**src/rtl/mem_dump_sequencer.sv**
```systemverilog
// Memory dump sequencer: walks NUM_LINES words from BASE_ADDR by STRIDE and streams {addr,data} beats.
// Latency: START_DELAY cycles after trigger to first request; min 3 cycles per beat (REQ, WAIT, OUT).
// Backpressure: request held until mem_req_ready_i, beat held until dump_ready_i; one read outstanding.
module mem_dump_sequencer #(
    parameter int                ADDR_W      = 32,
    parameter int                DATA_W      = 32,
    parameter logic [ADDR_W-1:0] BASE_ADDR   = 32'h0100_0000,
    parameter int                STRIDE      = 4,
    parameter int                NUM_LINES   = 256,
    parameter int                START_DELAY = 3,
    parameter bit                AUTO_START  = 1'b1,
    localparam int               CNT_W       = ($clog2(NUM_LINES + 1) < 1) ? 1 : $clog2(NUM_LINES + 1)
) (
    input  logic              clock,
    input  logic              reset,
    input  logic              start_i,
    output logic              mem_req_valid_o,
    input  logic              mem_req_ready_i,
    output logic [ADDR_W-1:0] mem_addr_o,
    input  logic              mem_rsp_valid_i,
    input  logic [DATA_W-1:0] mem_rsp_data_i,
    output logic              dump_valid_o,
    input  logic              dump_ready_i,
    output logic [ADDR_W-1:0] dump_addr_o,
    output logic [DATA_W-1:0] dump_data_o,
    output logic              busy_o,
    output logic              done_o,
    output logic [CNT_W-1:0]  count_o,
    output logic              rsp_err_o
);

    // Delay counter runs 0 .. START_DELAY-1 while in DELAY.
    localparam int               DLY_W    = (START_DELAY < 2) ? 1 : $clog2(START_DELAY);
    localparam logic [DLY_W-1:0] LAST_DLY = DLY_W'((START_DELAY == 0) ? 0 : START_DELAY - 1);
    // Count value held while the final beat of a dump is on the output.
    localparam logic [CNT_W-1:0] LAST_CNT = CNT_W'((NUM_LINES == 0) ? 0 : NUM_LINES - 1);

    typedef enum logic [2:0] {
        S_IDLE,
        S_DELAY,
        S_REQ,
        S_WAIT,
        S_OUT,
        S_DONE
    } state_t;

    state_t            state_q;
    logic              armed_q;
    logic [DLY_W-1:0]  dly_q;
    logic [ADDR_W-1:0] addr_q;
    logic [CNT_W-1:0]  count_q;
    logic              req_vld_q;
    logic              dump_vld_q;
    logic [ADDR_W-1:0] dump_addr_q;
    logic [DATA_W-1:0] dump_data_q;
    logic              busy_q;
    logic              done_q;
    logic              rsp_err_q;

    logic [ADDR_W-1:0] addr_d;
    logic [CNT_W-1:0]  count_d;

    // Next address and beat count on a beat accept; address wraps silently.
    always_comb begin
        addr_d  = addr_q + ADDR_W'(STRIDE);
        count_d = count_q + 1'b1;
    end

    // Sequencer FSM with all outputs registered alongside the state.
    always_ff @(posedge clock) begin
        if (reset) begin
            state_q     <= S_IDLE;
            armed_q     <= AUTO_START;
            dly_q       <= '0;
            addr_q      <= '0;
            count_q     <= '0;
            req_vld_q   <= 1'b0;
            dump_vld_q  <= 1'b0;
            dump_addr_q <= '0;
            dump_data_q <= '0;
            busy_q      <= 1'b0;
            done_q      <= 1'b0;
            rsp_err_q   <= 1'b0;
        end else begin
            // A response can only be matched to a request while waiting for it.
            if (mem_rsp_valid_i && (state_q != S_WAIT)) begin
                rsp_err_q <= 1'b1;
            end

            case (state_q)
                S_IDLE, S_DONE: begin
                    if (start_i || armed_q) begin
                        armed_q <= 1'b0;
                        addr_q  <= BASE_ADDR;
                        count_q <= '0;
                        dly_q   <= '0;
                        done_q  <= 1'b0;
                        busy_q  <= 1'b1;
                        if (START_DELAY != 0) begin
                            state_q <= S_DELAY;
                        end else if (NUM_LINES == 0) begin
                            state_q <= S_DONE;
                            done_q  <= 1'b1;
                            busy_q  <= 1'b0;
                        end else begin
                            state_q   <= S_REQ;
                            req_vld_q <= 1'b1;
                        end
                    end
                end
                S_DELAY: begin
                    if (dly_q == LAST_DLY) begin
                        if (NUM_LINES == 0) begin
                            state_q <= S_DONE;
                            done_q  <= 1'b1;
                            busy_q  <= 1'b0;
                        end else begin
                            state_q   <= S_REQ;
                            req_vld_q <= 1'b1;
                        end
                    end else begin
                        dly_q <= dly_q + 1'b1;
                    end
                end
                S_REQ: begin
                    if (mem_req_ready_i) begin
                        req_vld_q <= 1'b0;
                        state_q   <= S_WAIT;
                    end
                end
                S_WAIT: begin
                    if (mem_rsp_valid_i) begin
                        dump_data_q <= mem_rsp_data_i;
                        dump_addr_q <= addr_q;
                        dump_vld_q  <= 1'b1;
                        state_q     <= S_OUT;
                    end
                end
                S_OUT: begin
                    if (dump_ready_i) begin
                        dump_vld_q <= 1'b0;
                        count_q    <= count_d;
                        addr_q     <= addr_d;
                        if (count_q == LAST_CNT) begin
                            state_q <= S_DONE;
                            done_q  <= 1'b1;
                            busy_q  <= 1'b0;
                        end else begin
                            state_q   <= S_REQ;
                            req_vld_q <= 1'b1;
                        end
                    end
                end
                default: begin
                    state_q <= S_IDLE;
                end
            endcase
        end
    end

    assign mem_req_valid_o = req_vld_q;
    assign mem_addr_o      = addr_q;
    assign dump_valid_o    = dump_vld_q;
    assign dump_addr_o     = dump_addr_q;
    assign dump_data_o     = dump_data_q;
    assign busy_o          = busy_q;
    assign done_o          = done_q;
    assign count_o         = count_q;
    assign rsp_err_o       = rsp_err_q;

endmodule
```
**config.mk**
```make
export PLATFORM = sky130hd
export DESIGN_NAME = mem_dump_sequencer
export DESIGN_NICKNAME = d
export VERILOG_FILES = /design/src/rtl/mem_dump_sequencer.sv
export SDC_FILE = /design/constraint.sdc
export NUM_CORES = 1
export LEC_CHECK = 0
export BUFFER_PORTS_ARGS = -buffer_cell sky130_fd_sc_hd__buf_2
export CORE_MARGIN = 3
export CORE_UTILIZATION = 25
export CTS_CLUSTER_DIAMETER = 80
export DETAILED_ROUTE_END_ITERATION = 8
export MAX_ROUTING_LAYER = met4
export PLACE_DENSITY_LB_ADDON = 0.08
export SLEW_MARGIN = 20
export SYNTH_ARGS = -nofsm -noshare
export SYNTH_HDL_FRONTEND = slang
export SYNTH_SLANG_ARGS = --single-unit
```
**constraint.sdc**
```tcl
create_clock -name clock -period 3.4 [get_ports clock]
set_input_delay 0.34 -clock clock [delete_from_list [all_inputs] [get_ports clock]]
set_output_delay 0.34 -clock clock [all_outputs]
set_load 0.05 [all_outputs]
```
## Word-level counts from Yosys, hierarchy flattened

Index checks and enable logic that the tools add are counted.

- Add/subtract/negate cells: 3
- Multiplexer cells: 32
- Equality and inequality tests: 16
- Reductions and logical operators: 16

Operator list:

| operator | count |
|---|---|
| two-way mux 32 bit | 2 |
| one-hot mux 32 bit (2 select lines) | 1 |
| adder 32 x 3 -> 32 bit (second input constant) | 1 |
| two-way mux 3 bit | 6 |
| two-way mux 9 bit | 2 |
| one-hot mux 9 bit (2 select lines) | 1 |
| inequality test 2 bit (second input constant) | 8 |
| one-hot mux 3 bit (5 select lines) | 1 |
| two-way mux 1 bit | 12 |
| AND reduction 5 bit | 2 |
| adder 9 x 1 -> 9 bit (second input constant) | 1 |
| == test 9 x 8 -> 1 bit (second input constant) | 1 |
| AND reduction 3 bit | 3 |
| == test 3 x 2 -> 1 bit (second input constant) | 2 |
| == test 3 bit (second input constant) | 2 |
| one-hot mux 1 bit (2 select lines) | 3 |
| nonzero test 2 bit | 3 |
| two-way mux 2 bit | 2 |
| one-hot mux 2 bit (2 select lines) | 1 |
| AND reduction 2 bit | 2 |
| AND reduction 4 bit | 1 |
| == test 3 x 1 -> 1 bit (second input constant) | 1 |
| zero test 3 bit | 1 |
| inequality test 3 x 2 -> 1 bit (second input constant) | 1 |
| 7 further kinds | 7 |

- Register bits after elaboration: 116

## Logic depth before layout (Yosys ltp)

Gate-level depths: netlist of the first run.

- Word-level depth: 4
- Mapped depth: 9

## Least setup slack after synthesis of the first run

Ideal clock, no wire load.

- Path kind: register to register
- Start point: register addr_q[9], in the netlist mem_addr_o[9]
- End point: register addr_q[31], in the netlist mem_addr_o[31]
- Period minus slack after synthesis: 1970 ps
- Path slack: 1430 ps
- Stages on the path, launching flop included: 6
- Required time: 3330 ps
- Buffers on the path: 0
- Arrival: 1901 ps
- Cell sequence: dfxtp_1 > nand4_2 > nor3_2 > nand3_1 > or3_1 > a21oi_1

- Longest elaborated chain between the ends: 3

Ends and longest elaborated chain:

| what | line | RTL |
|---|---|---|
| start: declaration | 50 | `logic [ADDR_W-1:0] addr_q;` |
| start signal: assignment | 143 | `addr_q <= addr_d;` |
| adder 32 x 3 -> 32 bit | 65 | `addr_d = addr_q + ADDR_W'(STRIDE);` |
| two-way mux 32 bit | 140 | `if (dump_ready_i) begin` |
| one-hot mux 32 bit (2 select lines) | 90 | `case (state_q)` |

No other way between the ends. The select of a mux whose other input is x is not followed.
A chain may end at the register's enable or synchronous reset.

## Worst setup path after layout of the first run

- Start point: register state_q[0]
- End point: register addr_q[29], in the netlist mem_addr_o[29]

- Longest elaborated chain between the ends: 4

Ends and longest elaborated chain:

| what | line | RTL |
|---|---|---|
| start: declaration | 47 | `state_t state_q;` |
| start signal: assignment | 72 | `state_q <= S_IDLE;` |
| start signal: assignment | 100 | `state_q <= S_DELAY;` |
| start signal: assignment | 102 | `state_q <= S_DONE;` |
| == test 3 bit or zero test 3 bit (tied branches) | 90 |  |
| OR reduction 2 bit | 90 |  |
| inequality test 2 bit (no line) or nonzero test 2 bit (tied branches) | -- |  |
| AND reduction 3 bit (no line) | -- |  |

Parallel ways exist; a longest one is shown, timed or not.

==> results.md, run 1 <==
* Status: finished, final reports clean
* Tot GR Track Use at 0.136
* Post-layout min period at around 2500 ps
* Required time worst endpoint at about 3700 ps
* CTS tree: yes
* Clk pwr share at 0.370
* Initial antenna violation count at 0
* Nets@finish at roughly 740
* DRT Pass-1 Iters at 4
* Cell area after layout at ~0.0059 mm2
* Ranking of synthesized cells by area: dfxtp_1 48%, nand2_1 11%, a21oi_1 8.2%, nor2_1 4.1%, xor2_1 3.6%
* Worst r2r src: state_q[0]
* Max-slew violation count at 0
* Reg2reg end: mem_addr_o[29]
* Die Wd at ~140 um
* Die height at roughly 140 um
* Gr ovfl total at 0
* VDD IR max at approximately 0.23 mV
* Hold Path Depth at 3
* Met1 Wirelength at 6540 um
* Top sig layer: met4
* Setup violations, final at 0
* Most numerous cell in the Yosys netlist: nand2_1
* Leakage at approximately 2.4 nW
* Residual DRC at 0
* Final Hold Slack at about 210 ps
* Setup WS pre-CTS at 914 ps
* Vias per cell at about 4.6
* FMAX at just over 0.4 GHz
* Switching share of power at 0.320
* Vias in the first global route at around 4100
* Slew margin rel. at 0.464
* Maximum capacitance violations at 0
* Setup CP Type: flip-flop to flip-flop
* Antenna fix cells at 0
* Die footprint at around 0.02 mm2
* Post-CTS Resized at 0
* Layout cell share with drive strength beyond 1 at 0.260
* Top-area cell type share of the netlist area at 0.478
* Syn Inst Count at roughly 580
* Clock sink count at ~110
* Synthesis Warnings at 0
* Worst setup path startpoint: state_q[0]
* Hold-fix buffers, CTS at 0
* Area grow syn2layout at 26.3%
* Synthesized area per cell at roughly 8.2 um2
* Final WL at 13400 um
* Met2 routed WL at approximately 6000 um
* Least-Margin Pin Slew at around 800 ps
* CTS Buf Count at 9
* Synth cell types at 48
* Reg2Reg Depth at 5
* PortBufs at between 100 and 150
* Number of synthesized register bits at around 110
* Fillcell total at about 2000
* Hold_sp: mem_rsp_data_i[8]
* Hold worst-path end: dump_data_o[8]
* Clock Tree Buf Depth at 2
* Sequential fraction of design power at 0.421
* Mapped cell area at 0.00469 mm2
* Yosys top cell by area: dfxtp_1
* Post-synth top cells: 142 x nand2_1, 112 x dfxtp_1, 77 x a21oi_1
* Switching power at 1.11 mW
* Clk root buf: clkbuf_16
* RD Place Congestion at between 0.7 and 0.8
* Largest net degree at the start of global routing at 49
* Via count at around 4300
* CP Capture Type: flip-flop
* Crit path arrival time at between 2000 and 3000 ps
* Async set-reset flop share out of synthesis at 0
* Unrepaired setup endpoints after global routing: no
* # rows at a little under 50
* Type of the worst min-delay path: input pin to flip-flop
* H-tree lvl count at 3
* Ys flop type: dfxtp_1
* Dpl hpwl at between 9000 and 10000 um
* CP Launch Type: flip-flop
* Routed length on met3 at 781 um
* Core ar. at 0.0182 mm2
* First-pass GRT wire length at between 20000 and 25000 um
* Post-synth EDFFs at 0
* Reg2Reg Setup Slack at between 900 and 1000 ps
* Routed wire per std cell at 14.4 um
* Clk Latency, worst-skew pair at roughly 350 ps
* I/O pins at between 100 and 150
* PnR worst setup slack at roughly 940 ps
* Setup Skew at roughly 5.3 ps
* Post-CTS setup repair buffer count at 0
* ANT nets after route at 0
* Seq/Total Area, Yosys at 0.478
* Combinational share of power at 0.209
* Setup TNS at 0 ps
* Placed inst area at 0.00555 mm2
* Final Hold Fails at 0
* Internal at 2.35 mW
* Starting Density at 0.257
* Clk slew on worst S/H paths at roughly 80 ps
* DRT iter0 DRCs at 283
* Max FO, Critical Path at 20
* Period Utilization, post-route at 0.725
* Pwr Density at 584 mW/mm2
[power by group through the flow]
stage / registers [mW] / clock network (mW) / logic [mW]
finish: 1.45 / 1.28 / 0.721
global route: 1.47 / 1.38 / 0.801
CTS: 1.45 / 1.33 / 0.738
detailed placement: 1.49 / 0 / 0.737
global placement: 1.48 / 0 / 0.728
floorplan: 1.58 / 0 / 0.479
[layer usage]
layer  global-route usage  vias to the layer above
li1                     -                     2159
met1                0.182                     1956
met2                0.207                      135
met3               0.0248                       15
met4               0.0495                        0
met5                    -                        -
[metrics by stage]
| step | power, mW | cells | util |
|---|---|---|---|
| after floorplan | 2.06 | 578 | - |
| after global placement | 2.21 | 914 | 0.305 |
| after detailed placement | 2.22 | 914 | 0.305 |
| after CTS | 3.53 | 930 | 0.325 |
| after global routing | 3.65 | 930 | 0.325 |
| final | 3.46 | 930 | 0.325 |
[layout by cell type, fill, tap and decap left out, types with 2 or more instances in the layout]
cell type / count
nor4_1: 3
buf_4: 4
clkbuf_8: 3
nand2_1: 142
a21oi_1: 77
nand3_1: 15
nor3_2: 5
o21ai_1: 4
xor2_1: 19
a21boi_0: 2
buf_2: 143
nor3_1: 6
nand2b_1: 2
clkbuf_16: 9
inv_2: 2
inv_1: 9
and4_1: 3
nand4_1: 18
nor2_1: 51
mux2i_1: 2
and3_1: 3
nand3b_1: 2
xnor2_1: 14
nor4_2: 2
nand4_2: 3
bufinv_16: 3
ha_1: 4
dfxtp_1: 112
o21ai_0: 6
conb_1: 4
o32ai_1: 2
or3_1: 5
nor2b_1: 2
[worst max-delay path, cell delays in order (launching register included)]
cell	delay (ps)
dfxtp_1	690
xor2_1	250
o31ai_4	700
nand4_2	230
or3_1	370
a21oi_1	150
[how the worst max path moves through the flow]
stage                 endpoint  slack (ps)  depth (start not counted)
2_1_floorplan   mem_addr_o[31]        1430                          5
6_report        mem_addr_o[29]         940                          5
4_1_cts         dump_addr_o[5]         890                          6
3_5_place_dp    dump_addr_o[5]         910                          6
5_1_grt         dump_data_o[5]         630                          6
3_3_place_gp   dump_data_o[16]         980                          6
[final cells by class]
class                      instances  area [um2]  share of cell area
sequential                       112        2240               0.379
clock inverter                     4        98.8              0.0167
multi-input combinational        414        2220               0.375
inverter                          11        41.3             0.00698
clock buffer                      12         267              0.0450
tap                              229         287              0.0484
timing repair buffer             148         766               0.129
[registers in the layout (all words and copies together) (netlist names)]
name / cells
done_o: 1
mem_req_valid_o: 1
dump_data_o: 32
busy_o: 1
state_q: 3
dump_valid_o: 1
dly_q: 2
rsp_err_o: 1
dump_addr_o: 30
armed_q: 1
mem_addr_o: 30
count_o: 9
[cell families after synthesis]
family,share of synthesized area
buffers and inverters,0.0523
adder cells (fa/ha/maj),0.0107
AND/OR/NAND/NOR,0.272
AO/OA/AOI/OAI,0.120
other,0.000800
multiplexers,0.00427
XOR/XNOR,0.0617
flip-flops,0.478
No activity file was read; power rests on OpenSTA's default activity.
==> inputs of run 2 (changes only) <==
ABC_AREA = 1   (was not set)
clock period = 2.5 ns   (was 3.4 ns; I/O delays follow)
==> run 2 against run 1 <==
Non-clock buffer count grew 4. Critical endpoint is now mem_addr_o[19]. Synthesized area grew 2.7%. First-iteration DRC count grew 2.8%. Critical path depth grew 6. Largest cell class unchanged. Clock-buffer cell count shrank 2. Design area grew 3.1%. Utilization shrank 0.090 points. Total power grew 42%. Worst hold slack lost 51 ps.
==> results.md, run 2 <==
* Maximum capacitance violations at 0 (unchanged)
* DRT iter0 DRCs at 291 (+2.8%)
* Layout cell share with drive strength beyond 1 at 0.231 (-0.0283)
* Initial antenna violation count at 0 (unchanged)
* Tot GR Track Use at 0.148 (+0.0117)
* Residual DRC at 0 (unchanged)
* Leakage at 2.62 nW (+9.5%)
* Final Hold Slack at 161 ps (-51.4 ps)
* Combinational share of power at 0.268 (+0.059)
* Status: finished, final reports clean
* DRT Pass-1 Iters at 4 (unchanged)
* Antenna fix cells at 0 (unchanged)
* Reg2Reg Depth at 11 (+6)
* Setup CP Type: flip-flop to flip-flop
* Setup Skew at 11.4 ps (+6.06 ps)
* Period Utilization, post-route at 0.836 (+0.111)
* Clk slew on worst S/H paths at 70 ps (about the same)
* Slew margin rel. at 0.443 (-0.0213)
* Type of the worst min-delay path: input pin to flip-flop
* Reg2Reg Setup Slack at 410 ps (-520 ps)
* CTS tree: yes
* Max FFs per register at 32 (unchanged)
* Commonest non-fill, non-tap cell in the layout: nand2_1
* Mapped cell area at 0.00481 mm2 (+2.7%)
* Dpl hpwl at 10900 um (+16%)
* Hold_sp: mem_rsp_data_i[16]
* Cell area after layout at 0.00610 mm2 (+3.1%)
* Post-layout min period at 2090 ps (-376 ps)
* Post-synth EDFFs at 0 (unchanged)
* CTS Buf Count at 9 (unchanged)
* Hold worst-path end: dump_data_o[16]
* Vias per cell at 4.51 (-1.8%)
* PortBufs at 143 (unchanged)
* Least-Margin Pin Slew at 836 ps (+31.9 ps)
* Hold Path Depth at 3 (unchanged)
* Async set-reset flop share out of synthesis at 0 (unchanged)
* Unrepaired setup endpoints after global routing: no
* First-pass GRT wire length at 23600 um (+9.9%)
* Vias in the first global route at 4489 (+9.3%)
* Clk pwr share at 0.329 (-0.041)
* Setup WS pre-CTS at 404 ps (-510 ps)
* Die height at 145 um (+1.3%)
* Pwr Density at 802 mW/mm2 (+37%)
* Max FO, Critical Path at 21 (+5.0%)
* Sequential fraction of design power at 0.403 (-0.018)
* Finished Layout Cells at 1064 (+14%)
* Ys flop type: dfxtp_1
* Synthesized area per cell at 7.18 um2 (-12%)
* Reg2reg end: mem_addr_o[19]
* Top-area cell type share of the netlist area at 0.466 (-0.0127)
* Setup TNS at 0 ps (unchanged)
* Core ar. at 0.0188 mm2 (+3.4%)
* Nets@finish at 841 (+14%)
* Switching power at 1.76 mW (+59%)
* Clk root buf: clkbuf_16
* CP Launch Type: flip-flop
* Area grow syn2layout at 26.8%
* Internal at 3.14 mW (+34%)
* Yosys top cell by area: dfxtp_1
* Seq/Total Area, Yosys at 0.466 (-0.0127)
* Post-CTS Resized at 0 (unchanged)
* Setup violations, final at 0 (unchanged)
* Placed cells at 1048 (+15%)
* Routed wire per std cell at 14.3 um (-0.38%)
* Gr ovfl total at 0 (unchanged)
* RD Place Congestion at 0.839 (+11%)
* Final WL at 15300 um (+14%)
* I/O pins at 148 (unchanged)
* Number of synthesized register bits at 112 (unchanged)
* Die footprint at 0.0210 mm2 (+2.6%)
* H-tree lvl count at 3 (unchanged)
* Most numerous cell in the Yosys netlist: nand2_1
* Synth cell types at 30 (-38%)
* Final Hold Fails at 0 (unchanged)
* Post-CTS setup repair buffer count at 0 (unchanged)
* Clock Tree Buf Depth at 2 (unchanged)
* Crit path arrival time at 2350 ps (-400 ps)
* Syn Inst Count at 671 (+17%)
* Worst r2r src: state_q[2]
* Via count at 4794 (+12%)
* Max-slew violation count at 0 (unchanged)
* Ranking of synthesized cells by area: dfxtp_1 47%, nand2_1 12%, a21oi_1 9.9%, nand3_1 9.6%, nor2_1 5.2%
* Required time worst endpoint at 2760 ps (-930 ps)
* Switching share of power at 0.359 (+0.0388)
* Synthesis Warnings at 0 (unchanged)
* Most frequent cells in the layout: 154 x nand2_1, 143 x buf_2, 112 x dfxtp_1, 95 x a21oi_1, 92 x nand3_1
* Clock sink count at 112 (unchanged)
* Hold-fix buffers, CTS at 0 (unchanged)
* Placed inst area at 0.00577 mm2 (+3.9%)
* # rows at 50 (+2.0%)
* VDD IR max at 0.342 mV (+50%)
* CP Capture Type: flip-flop
* Die Wd at 145 um (+1.3%)
* FMAX at 0.479 GHz (+18%)
* Starting Density at 0.256 (-0.00172)
* ANT nets after route at 0 (unchanged)
* Post-synth top cells: 155 x nand2_1, 112 x dfxtp_1, 95 x a21oi_1
* PnR worst setup slack at 411 ps (-524 ps)
* Clk Latency, worst-skew pair at 360 ps (about the same)
* Largest net degree at the start of global routing at 73 (+49%)
==> run 2: cell types whose count changed after synthesis, sizes merged, moves of 5 or more <==
| cell | before | now |
|---|---|---|
| a21oi | 77 | 96 |
| xnor2 | 14 | 0 |
| nand2 | 142 | 159 |
| nand4 | 22 | 7 |
| nor2 | 52 | 70 |
| inv | 11 | 48 |
| nand3 | 16 | 94 |
| nor3 | 11 | 20 |
| or3 | 5 | 0 |
| nor4 | 6 | 0 |
| buf | 23 | 18 |
| xor2 | 19 | 1 |
==> run 2: metrics by stage <==
| step | utilization | power (mW) |
|---|---|---|
| 3_3_place_gp | 0.307 | 3.33 |
| 5_1_grt | 0.324 | 5.20 |
| 6_report | 0.324 | 4.90 |
| 2_1_floorplan | - | 3.00 |
| 3_5_place_dp | 0.307 | 3.35 |
| 4_1_cts | 0.324 | 4.99 |
==> run 2: cells by family (layout without fill, tap and decap cells) <==
family          count (synthesis)  in the layout  synth area share
other cells                     1              4          0.000779
xor+xnor                        1              1           0.00182
flops                         112            112             0.466
buf+inv                        86            216            0.0759
fa+ha+maj                       4              4            0.0104
simple gates                  354            354             0.324
compound gates                113            113             0.122
==> run 2: per-layer routing <==
metal	track usage	routed length [um]
met5	-	0
met4	0.0471	199
met1	0.196	7450
met3	0.0237	811
met2	0.232	6800
==> run 2: power groups by stage <==
stage / clock network (mW) / registers [mW] / logic [mW]
after global placement: 0 / 2.01 / 1.31
after CTS: 1.67 / 1.98 / 1.34
after detailed placement: 0 / 2.02 / 1.34
final: 1.61 / 1.97 / 1.31
after global routing: 1.75 / 1.99 / 1.46
after floorplan: 0 / 2.23 / 0.776
==> run 2: cell type report <==
type                    count  area [um2]
inverters                  48         180
flip-flops and latches    112        2240
multi-input cells         476        2230
clock inverters             6        92.6
well taps                 260         325
repair buffers            152         796
fillers                  2009       12700
clock buffers              10         239
==> run 2: worst max-delay path by stage <==
stage / startpoint / endpoint / slack [ps] / cells after the start
after floorplan: mem_addr_o[2] / mem_addr_o[18] / 510 / 8
after global placement: state_q[0] / mem_addr_o[19] / 490 / 11
after detailed placement: state_q[0] / mem_addr_o[19] / 400 / 11
after CTS: state_q[2] / mem_addr_o[19] / 390 / 11
after global routing: state_q[0] / mem_addr_o[19] / 240 / 11
final: state_q[2] / mem_addr_o[19] / 410 / 11
==> run 2: critical path, stage by stage (launching register included) <==
cell and delay, ps:
dfxtp_1 480, inv_2 120, a21oi_4 200, nand2_2 100, nor2_4 310, nand2_4 100, nand2_4 180, inv_2 210
nand2_1 140, nand2_1 60, nand2_1 50, inv_1 30
==> inputs of run 3 (changes only) <==
ABC_AREA = 0   (was 1)
clock period = 2.05 ns   (was 2.5 ns; I/O delays follow)
==> run 3 against run 2 <==
Worst hold slack worse by 86 ps. Global-route usage shrank 1.0 points. Routed wire length decreased by 11%. Setup slack got worse by 210 ps. Flip-flop and latch count unchanged. Largest cell class unchanged.
==> results.md, run 3 (synthesized netlist as in run 1, its figures left out) <==
* Status: finished, final reports clean
* Crit path top cell by count: buf_4
* Grt met1 use at 0.176 (-0.0196)
* H-tree lvl count at 3 (unchanged)
* VDD IR max at 0.416 mV (+21%)
* Pwr Density at 938 mW/mm2 (+17%)
* CP Launch Type: flip-flop
* Post-CTS setup repair buffer count at 0 (unchanged)
* Setup violations, final at 0 (unchanged)
* Final WL at 13500 um (-11%)
* Clock Tree Buf Depth at 2 (unchanged)
* Antenna fix cells at 0 (unchanged)
* Leakage at 2.48 nW (-5.3%)
* Max FFs per register at 32 (unchanged)
* DRT iter0 DRCs at 188 (-35%)
* Clk root buf: clkbuf_16
* Post-CTS Resized at 0 (unchanged)
* Maximum capacitance violations at 0 (unchanged)
* RD Place Congestion at 0.810 (-3.5%)
* Unrepaired setup endpoints after global routing: no
* Worst setup path startpoint: state_q[1]
* Fillcell total at 1948 (-3.0%)
* Final Core Density at 0.332 (+0.00798)
* Starting Density at 0.257 (+0.00172)
* # rows at 49 (-2.0%)
* Slowest stage delay, CP at 460 ps (-20 ps)
* Vias per cell at 4.56 (+1.1%)
* Die Wd at 143 um (-1.3%)
* CP bufs+invs at 3 (unchanged)
* Die footprint at 0.0204 mm2 (-2.5%)
* Most frequent cells in the layout: 143 x buf_2, 142 x nand2_1, 112 x dfxtp_1, 77 x a21oi_1, 51 x nor2_1
* Die height at 143 um (-1.3%)
* Period Utilization, post-route at 0.904 (+0.0687)
* DRT Pass-1 Iters at 5 (+1)
* Setup CP Type: flip-flop to flip-flop
* Hold-fix buffers, CTS at 0 (unchanged)
* I/O pins at 148 (unchanged)
* Area grow syn2layout at 29.0%
* Max-slew violation count at 0 (unchanged)
* Setup Skew at 6.07 ps (-5.33 ps)
* PortBufs at 143 (unchanged)
* Hold_sp: mem_rsp_data_i[10]
* Dpl hpwl at 9880 um (-8.9%)
* Largest net degree at the start of global routing at 35 (-52%)
* Core ar. at 0.0182 mm2 (-3.3%)
* CTS tree: yes
* Clk slew on worst S/H paths at 80 ps (about the same)
* Post-layout min period at 1850 ps (-235 ps)
* Commonest non-fill, non-tap cell in the layout: buf_2
* Worst r2r src: state_q[1]
* Crit path arrival time at 2140 ps (-210 ps)
* Required time worst endpoint at 2340 ps (-420 ps)
* Via count at 4337 (-9.5%)
* FMAX at 0.539 GHz (+13%)
* Tot GR Track Use at 0.138 (-0.0103)
* First-pass GRT wire length at 21800 um (-7.8%)
* Met3 Resource Use GR at 0.0342 (+0.0105)
* CP Cell Sequence: buf_4 -> inv_2 -> nor2_1 -> and3_2 -> buf_4 -> nand2_1 -> a21oi_1
* Worst path top cell family by delay: buffers and inverters
* Grt peak-use layer: met2
* Nets@finish at 760 (-9.6%)
* Routed wire per std cell at 14.2 um (-0.97%)
* Final Hold Fails at 0 (unchanged)
* CP Capture Type: flip-flop
* Max FO, Critical Path at 33 (+57%)
* Critical path's slowest cell: dfxtp_1
* Type of the worst min-delay path: input pin to flip-flop
* Residual DRC at 0 (unchanged)
* Setup TNS at 0 ps (unchanged)
* CTS Buf Count at 9 (unchanged)
* Gr ovfl total at 0 (unchanged)
* Clock sink count at 112 (unchanged)
* ANT nets after route at 0 (unchanged)
* Clk Latency, worst-skew pair at 360 ps (about the same)
* Met2 usage at 0.214 (-0.0181)
* Layout cell share with drive strength beyond 1 at 0.282 (+0.0508)
* Vias in the first global route at 4192 (-6.6%)
* Initial antenna violation count at 0 (unchanged)
run 3: cell type report:
cell class | instances | area [um2] | area share
Sequential cell | 112 | 2240 | 0.371
Inverter | 11 | 41.3 | 0.00683
Clock buffer | 9 | 225 | 0.0372
Timing Repair Buffer | 170 | 931 | 0.154
Tap cell | 229 | 287 | 0.0474
Multi-Input combinational cell | 414 | 2220 | 0.367
Clock inverter | 7 | 104 | 0.0172
run 3: worst reg2reg max path, cell delays in order, from the launching register on:
cell and delay (ps):
dfxtp_1 460, buf_4 230, inv_2 60, nor2_1 180, and3_2 260, buf_4 330, nand2_1 110, a21oi_1 140
run 3: worst paths after layout:
path | cells after the start | slack, ps | endpoint
hold reg to reg | 2 | 450 | mem_req_valid_o
setup / recovery | 7 | 200 | dump_data_o[22]
hold / removal | 3 | 70 | dump_data_o[10]
setup reg to reg | 7 | 200 | dump_data_o[22]
run 3: where the power goes:
group,switching (mW),total (mW),internal (mW)
combinational,0.956,1.35,0.392
sequential,0.0806,2.36,2.28
clock,0.882,1.97,1.09
run 3: metrics by stage:
step,cell area (um2),power [mW],setup WS [ps],instances,hold WS [ps]
2_1_floorplan,4700,3.42,79.7,578,341
3_3_place_gp,5720,3.76,212,936,437
3_5_place_dp,5720,3.77,213,936,438
4_1_cts,6050,5.79,173,952,58.7
5_1_grt,6050,5.98,6.00,952,71.1
6_report,6050,5.67,196,952,74.7
run 3: metal layers:
metal,part of all wire,vias to the layer above
li1,-,2213
met1,0.48,1966
met2,0.44,145
met3,0.062,13
met4,0.015,0
met5,0,-
